`src/rtl/adc_sampler_if.sv`:
```
`default_nettype none
// ============================================================================
// Module      : adc_sampler_if
// Description : Bundles the ADC-side and output-side signals of adc_sampler.
//               The sampler connects through the slave modport and its
//               environment (ADC model, downstream bridge) through master.
// Revision    : 1.0 - initial release
// ============================================================================
interface adc_sampler_if;
  logic        enable_i;        // run request
  logic        adc_clk_o;       // ADC conversion clock
  logic [13:0] adc_data_i;      // ADC parallel output, offset binary
  logic        adc_otr_i;       // ADC out-of-range flag
  logic [13:0] adc_data_o;      // averaged sample
  logic        adc_data_rdy_o;  // held ready strobe
  logic        overrange_o;     // block contained an out-of-range sample

  modport slave (
    input  enable_i,
    input  adc_data_i,
    input  adc_otr_i,
    output adc_clk_o,
    output adc_data_o,
    output adc_data_rdy_o,
    output overrange_o
  );

  modport master (
    output enable_i,
    output adc_data_i,
    output adc_otr_i,
    input  adc_clk_o,
    input  adc_data_o,
    input  adc_data_rdy_o,
    input  overrange_o
  );
endinterface
`default_nettype wire

```
`src/rtl/adc_sampler.sv`:
```
`default_nettype none
// ============================================================================
// Module      : adc_sampler
// Description : ADC front end. Divides the system clock down to the ADC
//               conversion clock, discards the ADC pipeline-latency samples
//               after every start, averages blocks of 2^DEC_LOG2 captures and
//               presents each result with a held ready strobe.
// Revision    : 1.0 - initial release
// ============================================================================
module adc_sampler #(
  parameter int unsigned CLK_DIV  = 12,  // system clocks per conversion clock
  parameter int unsigned DEC_LOG2 = 2,   // log2 of samples per output word
  parameter int unsigned PIPE_LAT = 3,   // captures discarded after start
  parameter int unsigned RDY_HOLD = 4    // cycles the ready strobe stays high
) (
  input  logic          clk_i,
  input  logic          reset_i,
  adc_sampler_if.slave  bus
);

  // --------------------------------------------------------------------------
  // Derived sizes
  // --------------------------------------------------------------------------
  localparam int unsigned DIV_W  = $clog2(CLK_DIV);
  localparam int unsigned FCNT_W = (PIPE_LAT > 1) ? $clog2(PIPE_LAT) : 1;
  localparam int unsigned SCNT_W = (DEC_LOG2 > 0) ? DEC_LOG2 : 1;
  localparam int unsigned ACC_W  = 14 + DEC_LOG2;
  localparam int unsigned HOLD_W = $clog2(RDY_HOLD + 1);
  localparam int unsigned NSAMP  = 1 << DEC_LOG2;

  // --------------------------------------------------------------------------
  // State encoding
  // --------------------------------------------------------------------------
  localparam logic [1:0] S_IDLE  = 2'd0;
  localparam logic [1:0] S_FLUSH = 2'd1;
  localparam logic [1:0] S_RUN   = 2'd2;

  // --------------------------------------------------------------------------
  // Registers and their next-state values
  // --------------------------------------------------------------------------
  logic [1:0]        state_q,   state_d;
  logic [DIV_W-1:0]  div_q,     div_d;
  logic              adc_clk_q, adc_clk_d;
  logic [FCNT_W-1:0] fcnt_q,    fcnt_d;
  logic [SCNT_W-1:0] scnt_q,    scnt_d;
  logic [ACC_W-1:0]  acc_q,     acc_d;
  logic              otr_acc_q, otr_acc_d;
  logic [13:0]       data_q,    data_d;
  logic              ovr_q,     ovr_d;
  logic [HOLD_W-1:0] hold_q,    hold_d;

  // --------------------------------------------------------------------------
  // Combinational helpers
  // --------------------------------------------------------------------------
  logic              w_capture;    // last low-phase cycle of the ADC clock
  logic              w_active;     // converter running and still enabled
  logic              w_scnt_last;  // this capture completes a block
  logic [ACC_W-1:0]  w_sum;        // running sum including the current sample
  logic [13:0]       w_avg;        // block average, truncated

  assign w_capture   = (div_q == DIV_W'(CLK_DIV - 1));
  assign w_active    = (state_q != S_IDLE) && bus.enable_i;
  assign w_scnt_last = (scnt_q == SCNT_W'(NSAMP - 1));
  // The accumulator is wide enough for 2^DEC_LOG2 full-scale samples, so the
  // sum never wraps and the shifted result always fits in 14 bits.
  assign w_sum       = acc_q + ACC_W'(bus.adc_data_i);
  assign w_avg       = 14'(w_sum >> DEC_LOG2);

  // Sequencer: IDLE -> FLUSH (pipeline latency) -> RUN; any drop of enable
  // returns to IDLE so that a restart always re-flushes the ADC pipeline.
  always_comb begin
    state_d = state_q;
    fcnt_d  = fcnt_q;
    case (state_q)
      S_IDLE: begin
        fcnt_d = '0;
        if (bus.enable_i) begin
          state_d = (PIPE_LAT == 0) ? S_RUN : S_FLUSH;
        end
      end
      S_FLUSH: begin
        if (!bus.enable_i) begin
          state_d = S_IDLE;
          fcnt_d  = '0;
        end else if (w_capture) begin
          if (fcnt_q == FCNT_W'(PIPE_LAT - 1)) begin
            state_d = S_RUN;
            fcnt_d  = '0;
          end else begin
            fcnt_d = fcnt_q + 1'b1;
          end
        end
      end
      S_RUN: begin
        if (!bus.enable_i) begin
          state_d = S_IDLE;
        end
      end
      default: begin
        state_d = S_IDLE;
        fcnt_d  = '0;
      end
    endcase
  end

  // Conversion clock divider: counts 0..CLK_DIV-1 while active, high during
  // the first half of the period. The clock flop follows the next count so
  // the first rising edge appears in the first cycle after leaving IDLE.
  always_comb begin
    div_d = '0;
    if (w_active) begin
      div_d = w_capture ? '0 : div_q + 1'b1;
    end
    adc_clk_d = (state_d != S_IDLE) && (div_d < DIV_W'(CLK_DIV / 2));
  end

  // Block averaging and output update on each RUN capture; a stop clears the
  // partial block but leaves the last published word and overrange flag.
  always_comb begin
    scnt_d    = scnt_q;
    acc_d     = acc_q;
    otr_acc_d = otr_acc_q;
    data_d    = data_q;
    ovr_d     = ovr_q;
    if (!w_active) begin
      scnt_d    = '0;
      acc_d     = '0;
      otr_acc_d = 1'b0;
    end else if (w_capture && (state_q == S_RUN)) begin
      if (w_scnt_last) begin
        scnt_d    = '0;
        acc_d     = '0;
        otr_acc_d = 1'b0;
        data_d    = w_avg;
        ovr_d     = otr_acc_q | bus.adc_otr_i;
      end else begin
        scnt_d    = scnt_q + 1'b1;
        acc_d     = w_sum;
        otr_acc_d = otr_acc_q | bus.adc_otr_i;
      end
    end
  end

  // Ready strobe length: reload on a new word, count down otherwise, and
  // cancel immediately when the converter stops.
  always_comb begin
    hold_d = (hold_q != '0) ? hold_q - 1'b1 : hold_q;
    if (!w_active) begin
      hold_d = '0;
    end else if (w_capture && (state_q == S_RUN) && w_scnt_last) begin
      hold_d = HOLD_W'(RDY_HOLD);
    end
  end

  // State register with synchronous reset.
  always_ff @(posedge clk_i) begin
    if (reset_i) begin
      state_q   <= S_IDLE;
      div_q     <= '0;
      adc_clk_q <= 1'b0;
      fcnt_q    <= '0;
      scnt_q    <= '0;
      acc_q     <= '0;
      otr_acc_q <= 1'b0;
      data_q    <= '0;
      ovr_q     <= 1'b0;
      hold_q    <= '0;
    end else begin
      state_q   <= state_d;
      div_q     <= div_d;
      adc_clk_q <= adc_clk_d;
      fcnt_q    <= fcnt_d;
      scnt_q    <= scnt_d;
      acc_q     <= acc_d;
      otr_acc_q <= otr_acc_d;
      data_q    <= data_d;
      ovr_q     <= ovr_d;
      hold_q    <= hold_d;
    end
  end

  // --------------------------------------------------------------------------
  // Outputs, all straight from flops
  // --------------------------------------------------------------------------
  assign bus.adc_clk_o      = adc_clk_q;
  assign bus.adc_data_o     = data_q;
  assign bus.overrange_o    = ovr_q;
  assign bus.adc_data_rdy_o = (hold_q != '0);

endmodule
`default_nettype wire

```
`src/flat_wrapper.sv`:
```
// flat-port wrapper written by rule: the top's interface ports become plain ports
module adc_sampler_flat 
#(
  parameter int unsigned CLK_DIV  = 12,                                       
  parameter int unsigned DEC_LOG2 = 2,                                     
  parameter int unsigned PIPE_LAT = 3,                                    
  parameter int unsigned RDY_HOLD = 4                                         
)
  (clk_i, reset_i, bus_enable_i, bus_adc_data_i, bus_adc_otr_i, bus_adc_clk_o, bus_adc_data_o, bus_adc_data_rdy_o, bus_overrange_o);
  adc_sampler_if bus_i ();
  input  logic clk_i;
  input  logic reset_i;
  input wire logic [$bits(bus_i.enable_i)-1:0] bus_enable_i;
  input wire logic [$bits(bus_i.adc_data_i)-1:0] bus_adc_data_i;
  input wire logic [$bits(bus_i.adc_otr_i)-1:0] bus_adc_otr_i;
  output wire logic [$bits(bus_i.adc_clk_o)-1:0] bus_adc_clk_o;
  output wire logic [$bits(bus_i.adc_data_o)-1:0] bus_adc_data_o;
  output wire logic [$bits(bus_i.adc_data_rdy_o)-1:0] bus_adc_data_rdy_o;
  output wire logic [$bits(bus_i.overrange_o)-1:0] bus_overrange_o;
  assign bus_i.enable_i = bus_enable_i;
  assign bus_i.adc_data_i = bus_adc_data_i;
  assign bus_i.adc_otr_i = bus_adc_otr_i;
  assign bus_adc_clk_o = bus_i.adc_clk_o;
  assign bus_adc_data_o = bus_i.adc_data_o;
  assign bus_adc_data_rdy_o = bus_i.adc_data_rdy_o;
  assign bus_overrange_o = bus_i.overrange_o;
  adc_sampler #(.CLK_DIV(CLK_DIV), .DEC_LOG2(DEC_LOG2), .PIPE_LAT(PIPE_LAT), .RDY_HOLD(RDY_HOLD)) u_core (.clk_i(clk_i), .reset_i(reset_i), .bus(bus_i));
endmodule
```
`config.mk`:
```
export PLATFORM = sky130hd
export DESIGN_NAME = adc_sampler_flat
export DESIGN_NICKNAME = d
export VERILOG_FILES = /design/src/rtl/adc_sampler_if.sv /design/src/rtl/adc_sampler.sv /design/src/flat_wrapper.sv
export SDC_FILE = /design/constraint.sdc
export NUM_CORES = 1
export LEC_CHECK = 0
export CORE_ASPECT_RATIO = 0.9
export CORE_MARGIN = 2
export CORE_UTILIZATION = 40
export DETAILED_ROUTE_END_ITERATION = 12
export SETUP_SLACK_MARGIN = 0.1
export SYNTH_ARGS = -nofsm -noshare
export SYNTH_HDL_FRONTEND = slang
export SYNTH_SLANG_ARGS = --single-unit
```
`constraint.sdc`:
```
create_clock -name clk_i -period 2.1 [get_ports clk_i]
set_input_delay 0.315 -clock clk_i [delete_from_list [all_inputs] [get_ports clk_i]]
set_output_delay 0.315 -clock clk_i [all_outputs]
set_load 0.02 [all_outputs]
```
==> impl_metrics.json, run 1 <==
{
  "slew_viol_final": 0,
  "path_buf_inv": 0,
  "ys_seq_elements": 46,
  "path_max_fanout": 3,
  "hpwlAfterDp_um": 5150,
  "cts_buffer_depth": 2,
  "dr.pass1.iters": 4,
  "die_area_um2": 7220,
  "diodes": 0,
  "clock_skew_ns": 0.00653,
  "layout_commonest_cell": "buf_4",
  "synth-edff-count": 0,
  "grt_overflow": 0,
  "holdCritPathClass": "flip-flop to flip-flop",
  "antenna_found_initial": 0,
  "start_kind": "flip-flop",
  "synth_top_flop_cell": "dfxtp_1",
  "wl_um": 7080,
  "place_congestion": 0.865,
  "cp_cell_sequence": "ha_4 > fa_2 > a211oi_4 > o21ai_2 > a2111oi_2 > nor3_2 > xor2_1 > a22o_1",
  "synth.distinct_cells": 58,
  "core.rowCount": 27,
  "wl_per_cell_um": 14.9,
  "cts_tree": "yes",
  "die_h_um": 80.8,
  "period_needed_ns": 2.12,
  "viasPerCell": 5.26,
  "nets": 426,
  "synth_area_um2": 2620,
  "cp.required_ns": 2.30,
  "hold_ws_ns": 0.456,
  "violations": "setup timing",
  "fin_ws_ns": -0.0243,
  "setup_viol": 1,
  "critPathKind": "flip-flop to flip-flop",
  "rsz0062_at_grt": "yes",
  "track_usage_pct": 19.5,
  "pin_count": 35,
  "ff2ff_path_depth": 8,
  "coreArea_um2": 6220,
  "critical_path_cell_count": 8,
  "syn_nets": 340,
  "cts_sinks": 46,
  "crit_slowest_cell": "fa_2",
  "peakVddDrop_mv": 0.205,
  "clk_latency_ns": 0.30,
  "hold_viol_final": 0,
  "cts_max_level": 2,
  "critPathArrivalTime_ns": 2.32,
  "die_w_um": 89.4,
  "grt_pass1_vias": 2271,
  "layoutNonFillerInstCount": 476,
  "start_util_pct": 42.2,
  "clk_pin_slew_ns": 0.09,
  "drive_above_1_share_pct": 29.3,
  "synth_warnings": 0,
  "synth.yosys.seq_area_share_pct": 35.1,
  "powerDensity_nw_per_um2": 422,
  "io_buffers": 34,
  "postCtsHoldBufs": 0,
  "fmax_mhz": 471,
  "drt_iter0_markers": 139,
  "status": "finished, violations left",
  "crit_family": "compound AO/OA/AOI/OAI gates",
  "end_kind": "flip-flop",
  "grt_max_degree": 22,
  "fin_crit_sh_pct": 101,
  "p_leak_nw": 1.57,
  "cts_buffers": 5,
  "slowest_delay_ns": 0.36,
  "tightestPinTransition_ns": 0.459,
  "area_delta_synth_final_pct": 46.0,
  "syn_avg_cell_area_um2": 8.68,
  "synth-async-reset-ratio_pct": 0,
  "hold_depth": 2,
  "layout_common_cells": "buf_4, dfxtp_1, nand2_1",
  "relSlewSlack_pct": 69.4,
  "syn_inst": 302,
  "ant_nets": 0,
  "grt_first_pass_wirelength_um": 10900,
  "cap_violations": 0,
  "total_power_w": 0.00161,
  "cts_root_buffer": "clkbuf_8",
  "post-route-drc-count": 0,
  "place_inst": 463,
  "via_count": 2506
}
final timing paths:
kind / startpoint / to / slack (ns)
worst max-delay path: u_core.acc_q[0]$_SDFFE_PP0P_ / u_core.bus.adc_data_o[10]$_SDFFE_PP0P_ / -0.02
worst max register to register: u_core.acc_q[0]$_SDFFE_PP0P_ / u_core.bus.adc_data_o[10]$_SDFFE_PP0P_ / -0.02
worst min register to register: u_core.bus.adc_data_o[1]$_SDFFE_PP0P_ / u_core.bus.adc_data_o[1]$_SDFFE_PP0P_ / 0.46
worst min-delay path: u_core.bus.adc_data_o[1]$_SDFFE_PP0P_ / u_core.bus.adc_data_o[1]$_SDFFE_PP0P_ / 0.46
stage by stage:
step	instance area, um^2	util (%)	setup WS, ns	TNS (ns)
floorplan	2640	-	-0.0745	-0.0821
finish	3830	61.6	-0.0243	-0.0243
CTS	3580	57.6	-0.0382	-0.0736
global route	3830	61.6	-0.118	-0.402
detailed placement	3430	55.2	-0.620	-7.53
global placement	3430	55.2	-0.593	-6.92
synthesized netlist by cell type, drive strengths merged, types with 5 or more instances:
cell type  number  area, um^2
dfxtp          46         921
nand2          34         130
nor2           31         124
a21oi          29         153
ha             19         238
nor3           11        65.1
inv             9        33.8
xnor2           9        78.8
nand3           8        40.0
o21ai           8        43.8
buf             7        36.3
clkbuf          7        26.3
nor4            7        43.8
a211oi          5        47.5
a21o            5        37.5
a22oi           5        37.5
mux2i           5        50.1
flip-flops by register name (all words and copies together) (netlist names):
name                    cells
u_core.hold_q               3
u_core.acc_q               16
u_core.otr_acc_q            1
u_core.bus.adc_data_o      14
u_core.state_q              2
u_core.bus.overrange_o      1
u_core.bus.adc_clk_o        1
u_core.div_q                4
u_core.scnt_q               2
u_core.fcnt_q               2
routing by layer:
| metal | GRT usage (%) | part of all wire, % | vias to the layer above |
|---|---|---|---|
| li1 | - | - | 1281 |
| met1 | 29.2 | 50 | 1175 |
| met2 | 28.7 | 44 | 42 |
| met3 | 3.46 | 4.9 | 8 |
| met4 | 5.67 | 1.1 | 0 |
| met5 | 0 | 0 | - |
layout make-up:
type / count / area, um^2
clock buffer: 6 / 72.6
clock inverter: 2 / 13.8
fill: 578 / 2390
inverter: 9 / 33.8
multi-input combinational: 233 / 1880
sequential: 46 / 923
tap: 87 / 109
timing repair buffer: 93 / 796
what timing repair did:
action	in CTS	in global routing
buffers inserted	3	3
setup endpoints to repair	22	21
resized for setup	12	38
pin swaps	14	21
report_power, final:
part	switching [W]	total, W	internal (W)
logic	0.0000864	0.000178	0.0000920
registers	0.00000231	0.000876	0.000874
clock network	0.000324	0.000560	0.000236
worst register-to-register path: stages (launching register included):
cell and delay (ns):
dfxtp_2 0.34, ha_4 0.16, fa_2 0.36, a211oi_4 0.24, o21ai_2 0.13, a2111oi_2 0.34, nor3_2 0.12, xor2_1 0.15
a22o_1 0.18
logic make-up after synthesis:
kind of cell | after synthesis | synth area share, %
compound gates | 78 | 22.1
fa+ha+maj | 21 | 10.2
simple gates | 116 | 22.7
flops | 46 | 35.1
buf+inv | 23 | 3.67
xor+xnor | 13 | 4.34
mux | 5 | 1.91
Power figures use the tool's default switching activity.
==> inputs of run 2 (changes only) <==
--- a/config.mk
+++ b/config.mk
@@ -7,8 +7,9 @@
 export LEC_CHECK = 0
 export CORE_ASPECT_RATIO = 0.9
 export CORE_MARGIN = 2
-export CORE_UTILIZATION = 40
+export CORE_UTILIZATION = 50
 export DETAILED_ROUTE_END_ITERATION = 12
+export PLACE_DENSITY = 0.76
 export SETUP_SLACK_MARGIN = 0.1
 export SYNTH_ARGS = -nofsm -noshare
 export SYNTH_HDL_FRONTEND = slang
==> impl_metrics.json, run 2 (synthesis results as in run 1) <==
{
  "die_area_um2": 5840,
  "die_h_um": 72.7,
  "period_needed_ns": 2.20,
  "top_register": "u_core.acc_q",
  "drive_above_1_share_pct": 30.8,
  "cts_buffers": 5,
  "cap_violations": 0,
  "setup_viol": 3,
  "cts_max_level": 2,
  "place_inst": 438,
  "p_leak_nw": 1.55,
  "cts_sinks": 46,
  "path_max_fanout": 3,
  "coreArea_um2": 4950,
  "largest_register_ffs": 16,
  "antenna_found_initial": 0,
  "postCtsHoldBufs": 0,
  "cp.required_ns": 2.30,
  "status": "finished, violations left",
  "via_count": 2729,
  "io_buffers": 34,
  "fin_ws_ns": -0.0994,
  "layout_commonest_cell": "buf_4",
  "critPathKind": "flip-flop to flip-flop",
  "hpwlAfterDp_um": 5010,
  "grt_first_pass_wirelength_um": 11400,
  "fmax_mhz": 455,
  "viasPerCell": 6.00,
  "slew_viol_final": 0,
  "die_w_um": 80.3,
  "setup-tns-final_ns": -0.213,
  "diodes": 0,
  "ant_nets": 0,
  "rsz0062_at_grt": "yes",
  "wl_per_cell_um": 17.6,
  "violations": "setup timing",
  "wl_um": 7990,
  "holdCritPathClass": "flip-flop to flip-flop",
  "clk_pin_slew_ns": 0.09,
  "post-route-drc-count": 0,
  "crit_slowest_cell": "fa_2",
  "layoutNonFillerInstCount": 455,
  "grt_max_degree": 22,
  "core.rowCount": 24,
  "start_kind": "flip-flop",
  "layout_common_cells": "buf_4, dfxtp_1, nand2_1",
  "fin_crit_sh_pct": 105,
  "area_delta_synth_final_pct": 47.1,
  "placed_cell_area_um2": 3380,
  "hold_viol_final": 0,
  "grt_overflow": 0,
  "cts_root_buffer": "clkbuf_8",
  "start_util_pct": 52.9,
  "tightestPinTransition_ns": 0.623,
  "dr.pass1.iters": 5,
  "end_kind": "flip-flop",
  "nets": 427,
  "clk_latency_ns": 0.31,
  "fillers": 308,
  "drt_iter0_markers": 272,
  "peakVddDrop_mv": 0.410,
  "cts_tree": "yes",
  "powerDensity_nw_per_um2": 420,
  "clock_skew_ns": 0.00872,
  "place_congestion": 0.870,
  "cp_cell_sequence": "ha_4 > fa_2 > a211oi_4 > o21ai_2 > a2111oi_4 > nor3_2 > xor2_1 > a22o_1",
  "relSlewSlack_pct": 58.4,
  "critPathArrivalTime_ns": 2.40,
  "grt_pass1_vias": 2532,
  "track_usage_pct": 25.3,
  "cts_buffer_depth": 2,
  "pin_count": 35,
  "slowest_delay_ns": 0.37,
  "finish.instance_area_um2": 3860
}
run 2: changes by cell type in the layout (fill, tap and decap cells not counted), sizes merged:
cell	previous run	this run
clkdlybuf4s50	26	29
dlymetal6s2s	5	2
buf	59	60
run 2: report_power, final:
part / switching, W / internal, W
Sequential: 0.00000215 / 0.000874
Combinational: 0.0000922 / 0.0000916
Clock: 0.000326 / 0.000236
Total: 0.000421 / 0.00120
run 2: critical path, delay by kind of cell (launching register included):
family                     cells  cell delay [ns]
AOI/OAI and AO/OA              4             0.96
adders and majority gates      2             0.53
DFF                            1             0.34
xor gates and xnor gates       1             0.17
and+or+nand+nor                1             0.10
run 2: repair_timing:
action	in CTS	in global routing
cloned	0	0
endpoints found under the setup margin	18	23
gates resized for setup	21	32
pin swaps	25	17
buffers inserted	4	7
run 2: metal layers:
metal | GRT usage [%] | part of all wire (%) | vias up | wire, um
met2 | 41.7 | 48 | 111 | 3860
met4 | 9.23 | 3.2 | 0 | 259
li1 | - | - | 1279 | -
met5 | 0 | 0 | - | 0
met3 | 5.07 | 6.0 | 34 | 480
met1 | 33.0 | 42 | 1305 | 3390
run 2: final timing paths:
kind                                              start                                      to  slack, ns  cells after the start
hold reg to reg   u_core.bus.adc_data_o[4]$_SDFFE_PP0P_   u_core.bus.adc_data_o[4]$_SDFFE_PP0P_       0.46                      2
hold / removal    u_core.bus.adc_data_o[4]$_SDFFE_PP0P_   u_core.bus.adc_data_o[4]$_SDFFE_PP0P_       0.46                      2
setup / recovery           u_core.acc_q[0]$_SDFFE_PP0P_  u_core.bus.adc_data_o[10]$_SDFFE_PP0P_       -0.1                      8
setup reg to reg           u_core.acc_q[0]$_SDFFE_PP0P_  u_core.bus.adc_data_o[10]$_SDFFE_PP0P_       -0.1                      8
run 2: area by class of cell:
cell class              instances  area [um^2]  share of cell area, %
multi-input cells             233         1940                   50.2
repair buffers                 94          796                   20.6
inverters                       9         33.8                  0.875
flip-flops and latches         46          923                   23.9
clock buffers                   6         72.6                   1.88
well taps                      65         81.3                   2.11
clock inverters                 2         13.8                  0.357
run 2: through the flow:
| step | worst slack [ns] | power (W) | hold slack (ns) | util, % |
|---|---|---|---|---|
| 2_1_floorplan | -0.0745 | 0.000959 | 0.432 | - |
| 4_1_cts | -0.0550 | 0.00160 | 0.457 | 72.6 |
| 6_report | -0.0994 | 0.00162 | 0.457 | 77.9 |
| 5_1_grt | -0.149 | 0.00167 | 0.484 | 77.9 |
| 3_3_place_gp | -0.572 | 0.00104 | 0.440 | 68.2 |
| 3_5_place_dp | -0.632 | 0.00105 | 0.448 | 68.2 |
==> inputs of run 3 (changes only) <==
--- a/config.mk
+++ b/config.mk
@@ -11,6 +11,7 @@
 export DETAILED_ROUTE_END_ITERATION = 12
 export PLACE_DENSITY = 0.76
 export SETUP_SLACK_MARGIN = 0.1
+export SLEW_MARGIN = 20
 export SYNTH_ARGS = -nofsm -noshare
 export SYNTH_HDL_FRONTEND = slang
 export SYNTH_SLANG_ARGS = --single-unit
==> results of run 3 <==
Same layout as run 2: the final DEF is identical, and so are final timing and power.
